<file path="src/rtl/mem_arbiter.sv">
// Two-requester round-robin memory arbiter. A single transaction is in flight at a time:
// IDLE picks a winner, ACCESS drives the memory port, RESP returns registered read data.
module mem_arbiter #(
  parameter int AW = 4,
  parameter int DW = 4
) (
  input  logic          clk,
  input  logic          rst,
  input  logic          req0,
  input  logic          req1,
  input  logic          we0,
  input  logic          we1,
  input  logic [AW-1:0] addr0,
  input  logic [AW-1:0] addr1,
  input  logic [DW-1:0] wd0,
  input  logic [DW-1:0] wd1,
  output logic          gnt0,
  output logic          gnt1,
  output logic          rvalid0,
  output logic          rvalid1,
  output logic [DW-1:0] rdata,
  output logic          busy,
  output logic [AW-1:0] M_add,
  output logic          M_we,
  output logic          M_re,
  output logic [DW-1:0] M_wd,
  input  logic [DW-1:0] M_rd
);

  typedef enum logic [1:0] {IDLE, ACCESS, RESP} state_t;

  state_t        r_state;
  logic          r_lastWinner;
  logic          r_winner;
  logic          r_we;
  logic          r_gnt0;
  logic          r_gnt1;
  logic          r_rvalid0;
  logic          r_rvalid1;
  logic          r_busy;
  logic [AW-1:0] r_mAdd;
  logic          r_mWe;
  logic          r_mRe;
  logic [DW-1:0] r_mWd;

  logic          w_anyReq;
  logic          w_pick1;

  // Requester 1 wins when alone, or on a tie when requester 0 won last time.
  assign w_anyReq = req0 | req1;
  assign w_pick1  = req1 & (~req0 | ~r_lastWinner);

  always_ff @(posedge clk or negedge rst) begin
    if (!rst) begin
      r_state      <= IDLE;
      r_lastWinner <= 1'b1;
      r_winner     <= 1'b0;
      r_we         <= 1'b0;
      r_gnt0       <= 1'b0;
      r_gnt1       <= 1'b0;
      r_rvalid0    <= 1'b0;
      r_rvalid1    <= 1'b0;
      r_busy       <= 1'b0;
      r_mAdd       <= '0;
      r_mWe        <= 1'b0;
      r_mRe        <= 1'b0;
      r_mWd        <= '0;
    end else begin
      r_gnt0    <= 1'b0;
      r_gnt1    <= 1'b0;
      r_rvalid0 <= 1'b0;
      r_rvalid1 <= 1'b0;
      r_mAdd    <= '0;
      r_mWe     <= 1'b0;
      r_mRe     <= 1'b0;
      r_mWd     <= '0;
      case (r_state)
        IDLE: begin
          if (w_anyReq) begin
            r_state      <= ACCESS;
            r_busy       <= 1'b1;
            r_winner     <= w_pick1;
            r_lastWinner <= w_pick1;
            r_we         <= w_pick1 ? we1 : we0;
            r_gnt0       <= ~w_pick1;
            r_gnt1       <= w_pick1;
            r_mAdd       <= w_pick1 ? addr1 : addr0;
            r_mWd        <= w_pick1 ? wd1 : wd0;
            r_mWe        <= w_pick1 ? we1 : we0;
            r_mRe        <= w_pick1 ? ~we1 : ~we0;
          end
        end
        ACCESS: begin
          if (r_we) begin
            r_state <= IDLE;
            r_busy  <= 1'b0;
          end else begin
            r_state   <= RESP;
            r_rvalid0 <= ~r_winner;
            r_rvalid1 <= r_winner;
          end
        end
        RESP: begin
          r_state <= IDLE;
          r_busy  <= 1'b0;
        end
        default: begin
          r_state <= IDLE;
          r_busy  <= 1'b0;
        end
      endcase
    end
  end

  // The memory registers its read data, so it is only valid in RESP and is passed straight through.
  assign rdata   = (r_state == RESP) ? M_rd : '0;
  assign gnt0    = r_gnt0;
  assign gnt1    = r_gnt1;
  assign rvalid0 = r_rvalid0;
  assign rvalid1 = r_rvalid1;
  assign busy    = r_busy;
  assign M_add   = r_mAdd;
  assign M_we    = r_mWe;
  assign M_re    = r_mRe;
  assign M_wd    = r_mWd;

endmodule
</file>
<file path="config.mk">
export PLATFORM = sky130hd
export DESIGN_NAME = mem_arbiter
export DESIGN_NICKNAME = d
export VERILOG_FILES = /design/src/rtl/mem_arbiter.sv
export SDC_FILE = /design/constraint.sdc
export NUM_CORES = 1
export LEC_CHECK = 0
export ABC_AREA = 1
export BUFFER_PORTS_ARGS = -buffer_cell sky130_fd_sc_hd__buf_2
export CAP_MARGIN = 20
export CORE_MARGIN = 5
export CORE_UTILIZATION = 40
export CTS_CLUSTER_DIAMETER = 150
export CTS_CLUSTER_SIZE = 10
export DETAILED_ROUTE_END_ITERATION = 6
export PLACE_DENSITY = 0.85
export SYNTH_ARGS = -nofsm -noshare
export SYNTH_HDL_FRONTEND = slang
export SYNTH_SLANG_ARGS = --single-unit
export TNS_END_PERCENT = 10
</file>
<file path="constraint.sdc">
create_clock -name clk -period 2.88 [get_ports clk]
set_input_delay 0.144 -clock clk [delete_from_list [all_inputs] [get_ports clk]]
set_output_delay 0.144 -clock clk [all_outputs]
set_load 0.02 [all_outputs]
</file>
==> results of run 1 <==
critical path: stages (launching register included):
cell,delay (ns)
dfstp_2,0.55
nand2_1,0.07
nand2_1,0.30
clkinv_1,0.32
nor2_1,0.18
nor2_1,0.07
worst min path at each step:
stage	depth (start not counted)	end	startpoint	slack (ns)
final	3	M_add[2]$_DFF_PN0_	addr0[2]	0.07
after global routing	3	M_add[0]$_DFF_PN0_	addr0[0]	0.07
after global placement	1	M_wd[1]$_DFF_PN0_	rst	0.1
after detailed placement	1	M_wd[0]$_DFF_PN0_	rst	0.11
after floorplan	0	M_add[0]$_DFF_PN0_	rst	-0.15
after CTS	3	M_add[2]$_DFF_PN0_	addr0[2]	0.07
routing by layer:
layer,GRT usage [%],share of wire [%]
met5,0,0
met2,26.4,54
met1,14.4,37
met3,1.36,5.7
met4,11.2,3.1
sequential cells by signal, indices dropped and copies added, names as in the netlist:
name / flops
r_we: 1
busy: 1
r_state: 2
gnt1: 1
rvalid1: 1
M_wd: 4
M_add: 4
M_we: 1
gnt0: 1
M_re: 1
r_lastWinner: 1
rvalid0: 1
r_winner: 1
logic make-up (layout without fill, tap and decap cells):
family	count (synthesis)	after routing	synth area share, %
buffers and inverters	17	64	9.40
DFF	20	20	62.9
and+or+nand+nor	40	40	20.8
AOI/OAI and AO/OA	11	11	6.90
cells in the final DEF, fill, tap and decap left out:
cell type      count
buf_2             44
nor2_1            26
dfrtp_1           19
inv_1             11
nand2_1            8
o21ai_1            8
inv_2              3
nand3_1            3
clkbuf_4           3
o21ai_0            2
clkinv_1           1
nand2_2            1
nor2_4             1
a21oi_1            1
nor2_2             1
clkbuf_1           1
dlygate4sd3_1      1
dfstp_2            1
layout make-up:
type	count	area, um^2
multi-input combinational	51	221
sequential	20	502
timing repair buffer	45	230
fill	172	852
inverter	15	56.3
tap	27	33.8
clock buffer	4	26.3
where the power goes:
part           switching [mW]  internal, mW  total (mW)
registers              0.0420         0.398       0.440
clock network          0.0806        0.0539       0.135
logic                   0.321         0.146       0.467
total                   0.443         0.598        1.04
repair_timing:
item                                    4_1_cts  5_1_grt
hold buffers                                  1        0
buffers inserted                              0        0
hold endpoints to repair                     19        0
endpoints found under the setup margin        0        0
==> out/qor.yml, run 1 <==
reg2reg_depth: 5
start_util_pct: 41.5
vias: 732
async_flop_share_pct: 100
clock-sinks: 20
seq_area_frac_synth_pct: 62.9
path_clk_slew_ns: 0.11
status: "finished, final reports clean"
viasPerCell: 4.52
finalCriticalPeriod_ns: 1.58
final_layout_size_suffix_gt1_share_pct: 40.0
drc: 0
overflow: 0
die_w_um: 54.7
diodes: 0
synth-edff-count: 0
synth.area.top_cells: "dfrtp_1 60%, nor2_1 12%, inv_1 5.2%, o21ai_1 5.0%, nand2_1 3.8%"
numCtsBuffers: 3
ios: 45
post_dp_cell_area_um2: 1030
clockBufferDepth: 2
rsz0062_at_grt: "no"
hold_class: "input pin to register"
syn_area_per_cell_um2: 9.07
final_nets: 162
ctsResizeCount: 0
final_util_pct: 55.7
yosys.cell_types.count: 16
post-dp-hpwl_um: 1480
yosys.area.top_type_share_pct: 59.6
grtUsageTotal_pct: 14.3
cts_max_level: 1
rr_endpoint: "M_wd[2]$_DFF_PN0_"
post-synth-top-count-cell: "nor2_1"
p_leak_nw: 0.644
pre_cts_ws_ns: 1.35
cp.required_ns: 3.08
path_max_fanout: 11
hold_viol_final: 0
avgRoutedWirePerCell_um: 11.7
crit_path_start_kind: "register"
crit_path_end: "M_wd[2]$_DFF_PN0_"
ant_nets: 0
ys_ff_latch: 20
criticalPathCategory: "register to register"
cts_tree: "done"
die_h_um: 54.7
synth_flop_cell: "dfrtp_1"
firstDrtPassIters: 4
syn_inst: 88
stdcell_count: 162
num_rows: 16
reg2reg_slack_ns: 1.30
reg2reg_from: "r_lastWinner$_DFFE_PN1P_"
drv_cap: 0
maxSlewViolCount: 0
syn_area_um2: 798
whs_ns: 0.0728
routabilityCongestion: 0.784
die-area_um2: 2990
grt_pass1_wl_um: 2950
crit_path_end_kind: "register"
antenna_found_initial: 0
wirelength_um: 1900
cts-root-buf: "clkbuf_4"
relSlewSlack_pct: 71.5
p_per_area_nw_per_um2: 973
grt_max_degree: 21
placed_cells: 157
tightest_slew_ns: 0.428
yosysWarnings: 0
clk_latency_ns: 0.30
setup_viol: 0
cp.arrival_ns: 1.77
port_buffers: 44
tns_ns: 0
synthesis.nets: 114
peakVddDrop_uv: 399
finalWorstSetupSlack_ns: 1.30
coreArea_um2: 1920
synth_common_cells: "26 x nor2_1, 19 x dfrtp_1, 11 x inv_1, 8 x nand2_1, 8 x o21ai_1"
syn_to_final_growth_pct: 34.0
grt_pass1_vias: 724
min_period_over_period_pct: 54.8
yosys.area.top_type: "dfrtp_1"
drt_first_iter_violations: 16
fmax_ghz: 0.634
stdcell_area_um2: 1070
crit_path_start: "r_lastWinner$_DFFE_PN1P_"
finClkSkew_ns: 0.00728
power_mw: 1.04
Note: power is estimated with default switching activity, not from simulation.
==> run 2, diff against run 1 <==
Settings changed: CORE_UTILIZATION 40 to 38, PLACE_DENSITY 0.85 to 0.84.
Clock period 2.88 ns to 1.35 ns, I/O delays scaled along.
==> run 2 against run 1 <==
Compared with the run above: sequential share of layout area down 1.3 points; worst hold slack worse by 0.067 ns; clock skew down 0.0029 ns; maximum frequency up 22%; setup slack worse by 1.2 ns; total power up 110%; via count down 1.5%; register-to-register slack worse by 1.2 ns; critical endpoint is now r_we$_DFFE_PN0P_; largest cell class unchanged; largest power group unchanged; highest routed layer unchanged.
==> out/qor.yml, run 2 (synthesized netlist as in run 1, its figures left out) <==
status: "finished, final reports clean"
ios: 45  # unchanged
wirelength_um: 1890  # -0.32%
relSlewSlack_pct: 71.5  # about the same
stdcell_count: 165  # +1.9%
power_mw: 2.23  # +110%
antenna_found_initial: 0  # unchanged
firstDrtPassIters: 5  # +1
path_cells: "nand2_1 -> nand2_2 -> buf_4 -> nand2_1 -> nand3_1 -> nand2_1"
die_w_um: 55.8  # +2.1%
reg2reg_from: "r_lastWinner$_DFFE_PN1P_"
grt_pass1_wl_um: 3020  # +2.3%
reg2reg_slack_ns: 0.06  # -1.25 ns
drt_first_iter_violations: 17  # +1
p_leak_nw: 0.652  # +1.2%
rsz0062_at_grt: "no"
grtUsageTotal_pct: 11.9  # -2.4 points
filler_cell_count: 187  # +8.7%
viasPerCell: 4.37  # -3.3%
cp.required_ns: 1.54  # -1.54 ns
clock-sinks: 20  # unchanged
numCtsBuffers: 3  # unchanged
ant_nets: 0  # unchanged
syn_to_final_growth_pct: 37.9
drc: 0  # unchanged
rr_endpoint: "r_we$_DFFE_PN0P_"
start_util_pct: 40.3  # -1.3 points
fmax_ghz: 0.773  # +22%
grt_max_degree: 21  # unchanged
cp.arrival_ns: 1.48  # -0.29 ns
cts_setup_buffers: 0  # unchanged
multi_input_area_um2: 224  # +1.1%
tns_ns: 0  # unchanged
hp-start: "addr0[2]"
mostFrequentLayoutCells: "44 x buf_2, 26 x nor2_1, 19 x dfrtp_1"
final_nets: 165  # +1.9%
overflow: 0  # unchanged
placed_cells: 158  # +0.64%
whs_endpoint: "M_add[2]$_DFF_PN0_"
avgRoutedWirePerCell_um: 11.5  # -2.1%
slowest_stage: "dfstp_2"
p_per_area_nw_per_um2: 2030  # +110%
hold_class: "input pin to register"
finClkSkew_ns: 0.00438  # -0.00290 ns
num_rows: 16  # unchanged
mostFrequentLayoutCell: "buf_2"
min_period_over_period_pct: 95.8  # +41 points
crit_path_start_kind: "register"
criticalPathCategory: "register to register"
post-dp-hpwl_um: 1480  # -0.36%
clk_latency_ns: 0.29  # about the same
path_clk_slew_ns: 0.11  # about the same
tightest_slew_ns: 0.427  # -0.000710 ns
drv_cap: 0  # unchanged
setup_viol: 0  # unchanged
vias: 721  # -1.5%
die_h_um: 55.8  # +2.1%
coreArea_um2: 1980  # +3.1%
crit_path_end_kind: "register"
die-area_um2: 3120  # +4.3%
seqCellArea_um2: 502  # unchanged
reg2reg_depth: 6  # +1
path_max_fanout: 7  # -4
finalCriticalPeriod_ns: 1.29  # -0.285 ns
port_buffers: 44  # unchanged
diodes: 0  # unchanged
final_layout_size_suffix_gt1_share_pct: 42.0  # +2.0 points
maxSlewViolCount: 0  # unchanged
hold_depth: 3  # unchanged
peakVddDrop_uv: 872  # +120%
routabilityCongestion: 0.755  # -3.6%
hold_viol_final: 0  # unchanged
cts_max_level: 1  # unchanged
cts_tree: "done"
crit_path_frequent_cell: "nand2_1"
clockBufferDepth: 2  # unchanged
grt_pass1_vias: 748  # +3.3%
cts-root-buf: "clkbuf_4"
crit_path_start: "r_lastWinner$_DFFE_PN1P_"
max_stage_delay_ns: 0.54  # about the same
run 2: changes by cell type in the layout (fill, tap and decap cells not counted):
cell,before,now
buf_4,0,1
clkinv_1,1,0
clkinvlp_4,0,2
dlygate4sd3_1,1,2
nand2_1,8,7
nand2_2,1,2
run 2: worst max path at each step:
stage / endpoint / depth (start not counted)
after global placement: M_add[1]$_DFF_PN0_ / 5
after floorplan: r_we$_DFFE_PN0P_ / 6
final: r_we$_DFFE_PN0P_ / 6
after detailed placement: M_wd[0]$_DFF_PN0_ / 5
after global routing: r_we$_DFFE_PN0P_ / 6
after CTS: M_wd[0]$_DFF_PN0_ / 5
run 2: stage by stage:
stage | worst slack, ns | cell area [um^2] | hold slack [ns] | util, %
global placement | 0.129 | 1040 | 0.0207 | 52.5
detailed placement | 0.0723 | 1040 | 0.0315 | 52.5
finish | 0.0569 | 1100 | 0.00573 | 55.6
floorplan | 0.260 | 798 | -0.228 | -
global route | 0.000805 | 1100 | 0.0161 | 55.6
CTS | 0.0555 | 1080 | 0.000608 | 54.4
run 2: what timing repair did:
item                                    CTS  global route
resized for setup                         0             3
endpoints found under the setup margin    0             8
hold buffers                              1             1
endpoints found under the hold margin    19             1
run 2: critical path, delay by kind of cell (launching register included):
kind          cells  cell delay (ns)
buf+inv           1             0.19
flops             1             0.54
simple gates      5             0.45
run 2: final cells by class:
| cell class | count | area share (%) |
|---|---|---|
| clock buffers | 4 | 2.39 |
| repair inverters | 1 | 0.682 |
| inverters | 15 | 5.45 |
| repair buffers | 47 | 22.5 |
| flip-flops and latches | 20 | 45.6 |
| multi-input cells | 51 | 20.3 |
| well taps | 27 | 3.07 |
run 2: power breakdown:
group / internal [mW] / switching [mW]
combinational: 0.325 / 0.695
clock: 0.115 / 0.170
sequential: 0.847 / 0.0774
total: 1.29 / 0.943
run 2: layer usage:
metal | share of wire, % | GRT usage [%] | vias up | routed length, um
met4 | 0.95 | 5.08 | 0 | 18
li1 | - | - | 364 | -
met5 | 0 | 0 | - | 0
met1 | 38 | 12.2 | 331 | 714
met3 | 5.8 | 1.62 | 2 | 110
met2 | 55 | 23.6 | 24 | 1050
